--- src/rtl/dmem_arbiter.sv ---
// dmem_arbiter: shares the single-port data memory between the CPU load/store
// path (requester 0) and the UART debug/loader (requester 1). Registered
// round-robin arbitration, one access per two cycles, one-cycle read return,
// and a debug-side lock for uninterrupted bursts.
// Optional lock watchdog: define DMEM_ARB_LOCK_TIMEOUT_EN.
module dmem_arbiter #(
    parameter int AW       = 32,
    parameter int DW       = 32,
    parameter int LOCK_MAX = 1024
) (
    input  logic            clk,
    input  logic            reset,
    input  logic            req0,
    input  logic            req1,
    input  logic            we0,
    input  logic            we1,
    input  logic [DW/8-1:0] be0,
    input  logic [DW/8-1:0] be1,
    input  logic [AW-1:0]   addr0,
    input  logic [AW-1:0]   addr1,
    input  logic [DW-1:0]   wdata0,
    input  logic [DW-1:0]   wdata1,
    input  logic            lock1,
    output logic            gnt0,
    output logic            gnt1,
    output logic            rvalid0,
    output logic            rvalid1,
    output logic [DW-1:0]   rdata0,
    output logic [DW-1:0]   rdata1,
    output logic            mem_en,
    output logic            mem_we,
    output logic [DW/8-1:0] mem_be,
    output logic [AW-1:0]   mem_addr,
    output logic [DW-1:0]   mem_wdata,
    input  logic [DW-1:0]   mem_rdata,
    output logic            lock_err
);
    localparam int BW = DW / 8;

    typedef enum logic [1:0] {IDLE, ACCESS, RESP} state_e;

    state_e        state_q, state_d;
    logic          owner_q, owner_d;
    logic          last_q, last_d;
    logic          lock_q, lock_d;
    logic          we_q, we_d;
    logic [BW-1:0] be_q, be_d;
    logic [AW-1:0] addr_q, addr_d;
    logic [DW-1:0] wdata_q, wdata_d;
    logic [DW-1:0] rdata0_q, rdata0_d;
    logic [DW-1:0] rdata1_q, rdata1_d;
    logic          lock_eff;
    logic          arb_valid;
    logic          arb_pick;

`ifdef DMEM_ARB_LOCK_TIMEOUT_EN
    localparam int CW = $clog2(LOCK_MAX + 1);

    logic [CW-1:0] lock_cnt_q, lock_cnt_d;
    logic          lock_err_q, lock_err_d;
    logic          timeout;

    // Watchdog: count cycles while locked and force the lock open at LOCK_MAX.
    always_comb begin
        timeout    = lock_q && (lock_cnt_q == CW'(LOCK_MAX - 1));
        lock_err_d = lock_err_q | timeout;
        if (!lock_q || timeout) begin
            lock_cnt_d = '0;
        end else begin
            lock_cnt_d = lock_cnt_q + 1'b1;
        end
    end

    // Watchdog registers; lock_err is sticky until reset.
    always_ff @(posedge clk or negedge reset) begin
        if (!reset) begin
            lock_cnt_q <= '0;
            lock_err_q <= 1'b0;
        end else begin
            lock_cnt_q <= lock_cnt_d;
            lock_err_q <= lock_err_d;
        end
    end

    assign lock_eff = lock_q & ~timeout;
    assign lock_err = lock_err_q;
`else
    assign lock_eff = lock_q;
    assign lock_err = 1'b0;
`endif

    // Pick a winner: lock restricts to requester 1, otherwise alternate on contention.
    always_comb begin
        arb_valid = 1'b0;
        arb_pick  = 1'b0;
        if (lock_eff) begin
            arb_valid = req1;
            arb_pick  = 1'b1;
        end else if (req0 && req1) begin
            arb_valid = 1'b1;
            arb_pick  = ~last_q;
        end else begin
            arb_valid = req0 | req1;
            arb_pick  = req1;
        end
    end

    // Next state: capture the winner's command in IDLE/RESP, return data in RESP.
    always_comb begin
        state_d  = state_q;
        owner_d  = owner_q;
        last_d   = last_q;
        lock_d   = lock_eff;
        we_d     = we_q;
        be_d     = be_q;
        addr_d   = addr_q;
        wdata_d  = wdata_q;
        rdata0_d = rdata0_q;
        rdata1_d = rdata1_q;

        if (state_q == RESP) begin
            if (owner_q) begin
                rdata1_d = mem_rdata;
            end else begin
                rdata0_d = mem_rdata;
            end
        end

        case (state_q)
            ACCESS: state_d = RESP;
            default: begin
                if (arb_valid) begin
                    state_d = ACCESS;
                    owner_d = arb_pick;
                    last_d  = arb_pick;
                    if (arb_pick) begin
                        we_d    = we1;
                        be_d    = be1;
                        addr_d  = addr1;
                        wdata_d = wdata1;
                        lock_d  = lock1;
                    end else begin
                        we_d    = we0;
                        be_d    = be0;
                        addr_d  = addr0;
                        wdata_d = wdata0;
                    end
                end else begin
                    state_d = IDLE;
                end
            end
        endcase
    end

    // State and command registers; round-robin starts favouring requester 0.
    always_ff @(posedge clk or negedge reset) begin
        if (!reset) begin
            state_q  <= IDLE;
            owner_q  <= 1'b0;
            last_q   <= 1'b1;
            lock_q   <= 1'b0;
            we_q     <= 1'b0;
            be_q     <= '0;
            addr_q   <= '0;
            wdata_q  <= '0;
            rdata0_q <= '0;
            rdata1_q <= '0;
        end else begin
            state_q  <= state_d;
            owner_q  <= owner_d;
            last_q   <= last_d;
            lock_q   <= lock_d;
            we_q     <= we_d;
            be_q     <= be_d;
            addr_q   <= addr_d;
            wdata_q  <= wdata_d;
            rdata0_q <= rdata0_d;
            rdata1_q <= rdata1_d;
        end
    end

    // Outputs decoded from state: memory strobes and gnt in ACCESS, rvalid in RESP.
    always_comb begin
        gnt0      = 1'b0;
        gnt1      = 1'b0;
        rvalid0   = 1'b0;
        rvalid1   = 1'b0;
        mem_en    = 1'b0;
        mem_we    = 1'b0;
        mem_be    = '0;
        mem_addr  = '0;
        mem_wdata = '0;
        rdata0    = rdata0_d;
        rdata1    = rdata1_d;
        if (state_q == ACCESS) begin
            mem_en    = 1'b1;
            mem_we    = we_q;
            mem_be    = be_q;
            mem_addr  = addr_q;
            mem_wdata = wdata_q;
            gnt0      = ~owner_q;
            gnt1      = owner_q;
        end
        if (state_q == RESP) begin
            rvalid0 = ~owner_q;
            rvalid1 = owner_q;
        end
    end

endmodule

--- config.mk ---
export PLATFORM = sky130hd
export DESIGN_NAME = dmem_arbiter
export DESIGN_NICKNAME = d
export VERILOG_FILES = /design/src/rtl/dmem_arbiter.sv
export SDC_FILE = /design/constraint.sdc
export NUM_CORES = 1
export LEC_CHECK = 0
export ABC_AREA = 0
export ABC_CLOCK_PERIOD_IN_PS = 1900
export CELL_PAD_IN_SITES_DETAIL_PLACEMENT = 0
export CELL_PAD_IN_SITES_GLOBAL_PLACEMENT = 1
export CORE_MARGIN = 4
export CORE_UTILIZATION = 32
export CTS_BUF_LIST = sky130_fd_sc_hd__clkbuf_8
export DETAILED_ROUTE_END_ITERATION = 16
export PLACE_DENSITY = 0.82
export SETUP_SLACK_MARGIN = 0.15
export SLEW_MARGIN = 5
export SYNTH_ARGS = -nofsm -noshare
export SYNTH_HDL_FRONTEND = slang
export SYNTH_SLANG_ARGS = --single-unit
--- constraint.sdc ---
create_clock -name clk -period 1.9 [get_ports clk]
set_input_delay 0.38 -clock clk [delete_from_list [all_inputs] [get_ports clk]]
set_output_delay 0.38 -clock clk [all_outputs]
set_load 0.1 [all_outputs]
==> results summary <==
The flow ran to the end, but the final reports show violations. The checks that failed: setup timing. STA classifies the critical path startpoint as a flop.

TritonCTS built the clock tree. The warning count from the yosys run came out at 0. The maximum clock rate came out at ~0.42 GHz. The setup slack at placement is -0.07569 ns. The placeable core region is about 0.022 mm^2. Setup repair after global routing could not meet its margin everywhere. The final clock skew is between 0.01 and 0.015 ns.

The slew at the pin closest to its max-slew limit came out at approximately 0.57 ns. In this design, the critical path's most frequently occurring cell is buf_12. The number of antenna violations at the first check in global routing was 0. From bottom edge to top edge, the die measures 156.3 um. The critical path's largest stage delay is ~0.44 ns. Summing all multi-input logic gate instances after layout gives between 0.004 and 0.005 mm^2. The most critical setup path has its startpoint at state_q[1]. For the worst setup path, the data arrival time is ~2 ns. The total iterations of the first detailed-routing run is 6. The final-layout fill cell count came out at 1538. The via-per-instance ratio came out at 5.395. The overall fraction of global-route tracks in use came out at 22.13%. The critical path is of the flop to primary output type. Pin placement for this block handled ~310 I/O pins. Leaving out fill and tap cells, the most frequent cell in the layout is clkdlybuf4s50_1. After layout, the worst path uses 125.7% of the clock period.

The largest fanout of any net on the critical path is 7. In this run the cell area of the synthesized design comes to 0.007042 mm^2. Summing over every cut layer, the via total after detailed routing is slightly below 7000. Buffers inserted during clock tree synthesis total 17. Counting flops and latches in the post-synthesis netlist gives 138.

The post-synthesis net count came out at approximately 820. The number of H-tree branching levels is 4. The minimum setup slack among reg-to-reg paths is -0.02 ns. The capturing point of the worst reg2reg path is addr_q[25]. The smallest setup slack after layout came out at -0.4874 ns. The proportion of synthesized chip area in sequential cells is between 40% and 50%. The final-report max-slew violation count is 0. The antenna diode instance count is 0. The slowest stage of the critical path belongs to the cell dfrtp_1. The count of non-filler cells in the finished layout came out at between 1000 and 1500. The number of failing setup endpoints in the final timing report came out at between 100 and 150. After clock tree synthesis, the clock-pin slew on the worst setup and hold paths is 0.10 ns. In this run the mean area of a mapped cell was between 10 and 15 um^2. STA classifies the critical path endpoint as a primary output. The total routed wirelength is a little over 30000 um. The unique cell type count in the Yosys netlist came out at 22.

The average wire per cell in the routed design is ~23 um. The initial detailed-routing violation count is ~300. Of the cells placed in the final design, the portion with a size suffix greater than 1 is between 50% and 60%. The pin count of the biggest net entering global routing came out at approximately 140. The number of cells in the design after placement is around 1200. The total number of placement rows came out at 54. The critical path required time came out at about 1.5 ns.

The overall overflow remaining after global route came out at 0. In the layout the commonest cells are clkdlybuf4s50_1 (173), buf_12 (161), dfrtp_1 (135). The hold violation count in the final report is 0. In the routed design, unresolved DRC markers number 0. The cell depth of the worst flop-to-flop path came out at 9. The die covers 0.02444 mm^2. The starting utilization of the core area is approximately 32%. The half-perimeter wire length after placement is 17860 um. The final critical-path required period is between 2 and 2.5 ns. The area growth from synthesis to layout is 107.0%. The first-pass GRT wire length came out at around 42000 um. The critical path goes through nor3b_4 > buf_6 > buf_12 > mux2_2 > buf_12.

The number of sinks handled by clock tree synthesis is 138. The final net count is approximately 1200. The maximum root-to-sink buffer count is 2.

The area used by sequential logic in the layout is 0.003460 mm^2. The count of buffers inserted at the top-level ports came out at 312. The clock insertion delay at the later pin of the skew report is 0.45 ns. The post-route antenna net violation count is 0. In this run the critical register-to-register path is launched from state_q[0].

The horizontal die dimension came out at between 150 and 200 um. The aggregate negative setup slack came out at -52.28 ns. The number of max-capacitance violations reported came out at 0. The max-slew headroom at the worst pin is between 60% and 70%.

The via count of the first global-routing pass came out at 6960. The routability congestion estimate from global placement came out at 0.7451. The cell chosen for the clock root is clkbuf_8. Synthesis produced 640 cells. The tightest min-delay check is of the primary input to asynchronous set/reset pin type.
==> worst max-delay path: cells and delay by family, from the launching register on <==
family                 cells  cell delay, ns
buffers and inverters      3            0.47
DFF                        1            0.44
muxes                      1            0.38
and+or+nand+nor            1            0.27
==> worst max-delay path by stage <==
stage | end | cells after the start
2_1_floorplan | rdata0[0] | 3
3_3_place_gp | addr_q[9] | 5
3_5_place_dp | addr_q[17] | 5
4_1_cts | rdata0[12] | 5
5_1_grt | rdata0[25] | 5
6_report | rdata0[25] | 5
==> timing repair <==
item                                    in CTS  in global routing
buffers inserted                            20                 22
gates resized for setup                    126                 85
hold buffers                                 1                  0
pin swaps                                   48                 25
gates cloned                                12                 14
endpoints found under the hold margin       26                  0
endpoints found under the setup margin     138                208
==> Yosys cell counts <==
library cell	number	area, um^2
nor2b_1	71	444.2
o21ai_0	70	350.3
a21boi_1	1	7.510
buf_2	20	100.1
nor3b_2	1	12.51
nand2b_1	1	6.260
conb_1	1	3.750
buf_4	2	15.01
and2_1	70	437.9
nand2_1	1	3.750
a21oi_4	1	16.27
nand3b_1	1	7.510
inv_1	2	7.510
mux2_2	66	743.2
inv_2	1	3.750
dfstp_2	1	26.28
dfrtp_1	137	3428
a21bo_2	1	10.01
a221oi_1	69	604.3
mux2i_1	1	10.01
clkbuf_1	53	198.9
a2bb2oi_1	69	604.3
==> sequential cells by signal, indices dropped and copies added (netlist names) <==
name	count
wdata_q	32
last_q	1
owner_q	1
be_q	4
state_q	2
we_q	1
rdata1_q	32
rdata0_q	32
addr_q	32
lock_eff	1
==> through the flow <==
| step | hold slack, ns | utilization (%) | instance area, um^2 |
|---|---|---|---|
| 2_1_floorplan | 0.08441 | - | 7353 |
| 3_3_place_gp | 0.2774 | 56.55 | 12300 |
| 3_5_place_dp | 0.2791 | 56.55 | 12300 |
| 4_1_cts | 0.3374 | 62.60 | 13620 |
| 5_1_grt | 0.3739 | 66.99 | 14580 |
| 6_report | 0.3721 | 66.99 | 14580 |
==> routing by layer <==
metal / GRT usage, % / vias up / routed length, um
li1: - / 3087 / -
met1: 28.94 / 3571 / 12010
met2: 36.86 / 281 / 15660
met3: 5.088 / 26 / 2105
met4: 6.364 / 0 / 490
met5: 0 / - / 0
==> cells by family (layout without fill, tap and decap cells) <==
kind of cell | count (synthesis) | in the layout | synth area share, %
other | 1 | 1 | 0.05325
multiplexers | 67 | 67 | 10.70
AO/OA/AOI/OAI | 211 | 211 | 22.62
AND/OR/NAND/NOR | 145 | 145 | 12.95
buffers and inverters | 78 | 449 | 4.620
flip-flops | 138 | 138 | 49.06
==> final cells by class <==
| cell class | count | share of cell area [%] |
|---|---|---|
| clock buffer | 18 | 1.700 |
| clock inverter | 14 | 0.8499 |
| inverter | 3 | 0.1030 |
| multi-input combinational | 424 | 29.05 |
| sequential | 138 | 23.74 |
| tap | 280 | 2.404 |
| timing repair buffer | 414 | 42.16 |
Power is left out: the tool's default activity adds up to more than one toggle a clock period on the data nets, which glitch-free logic cannot reach.
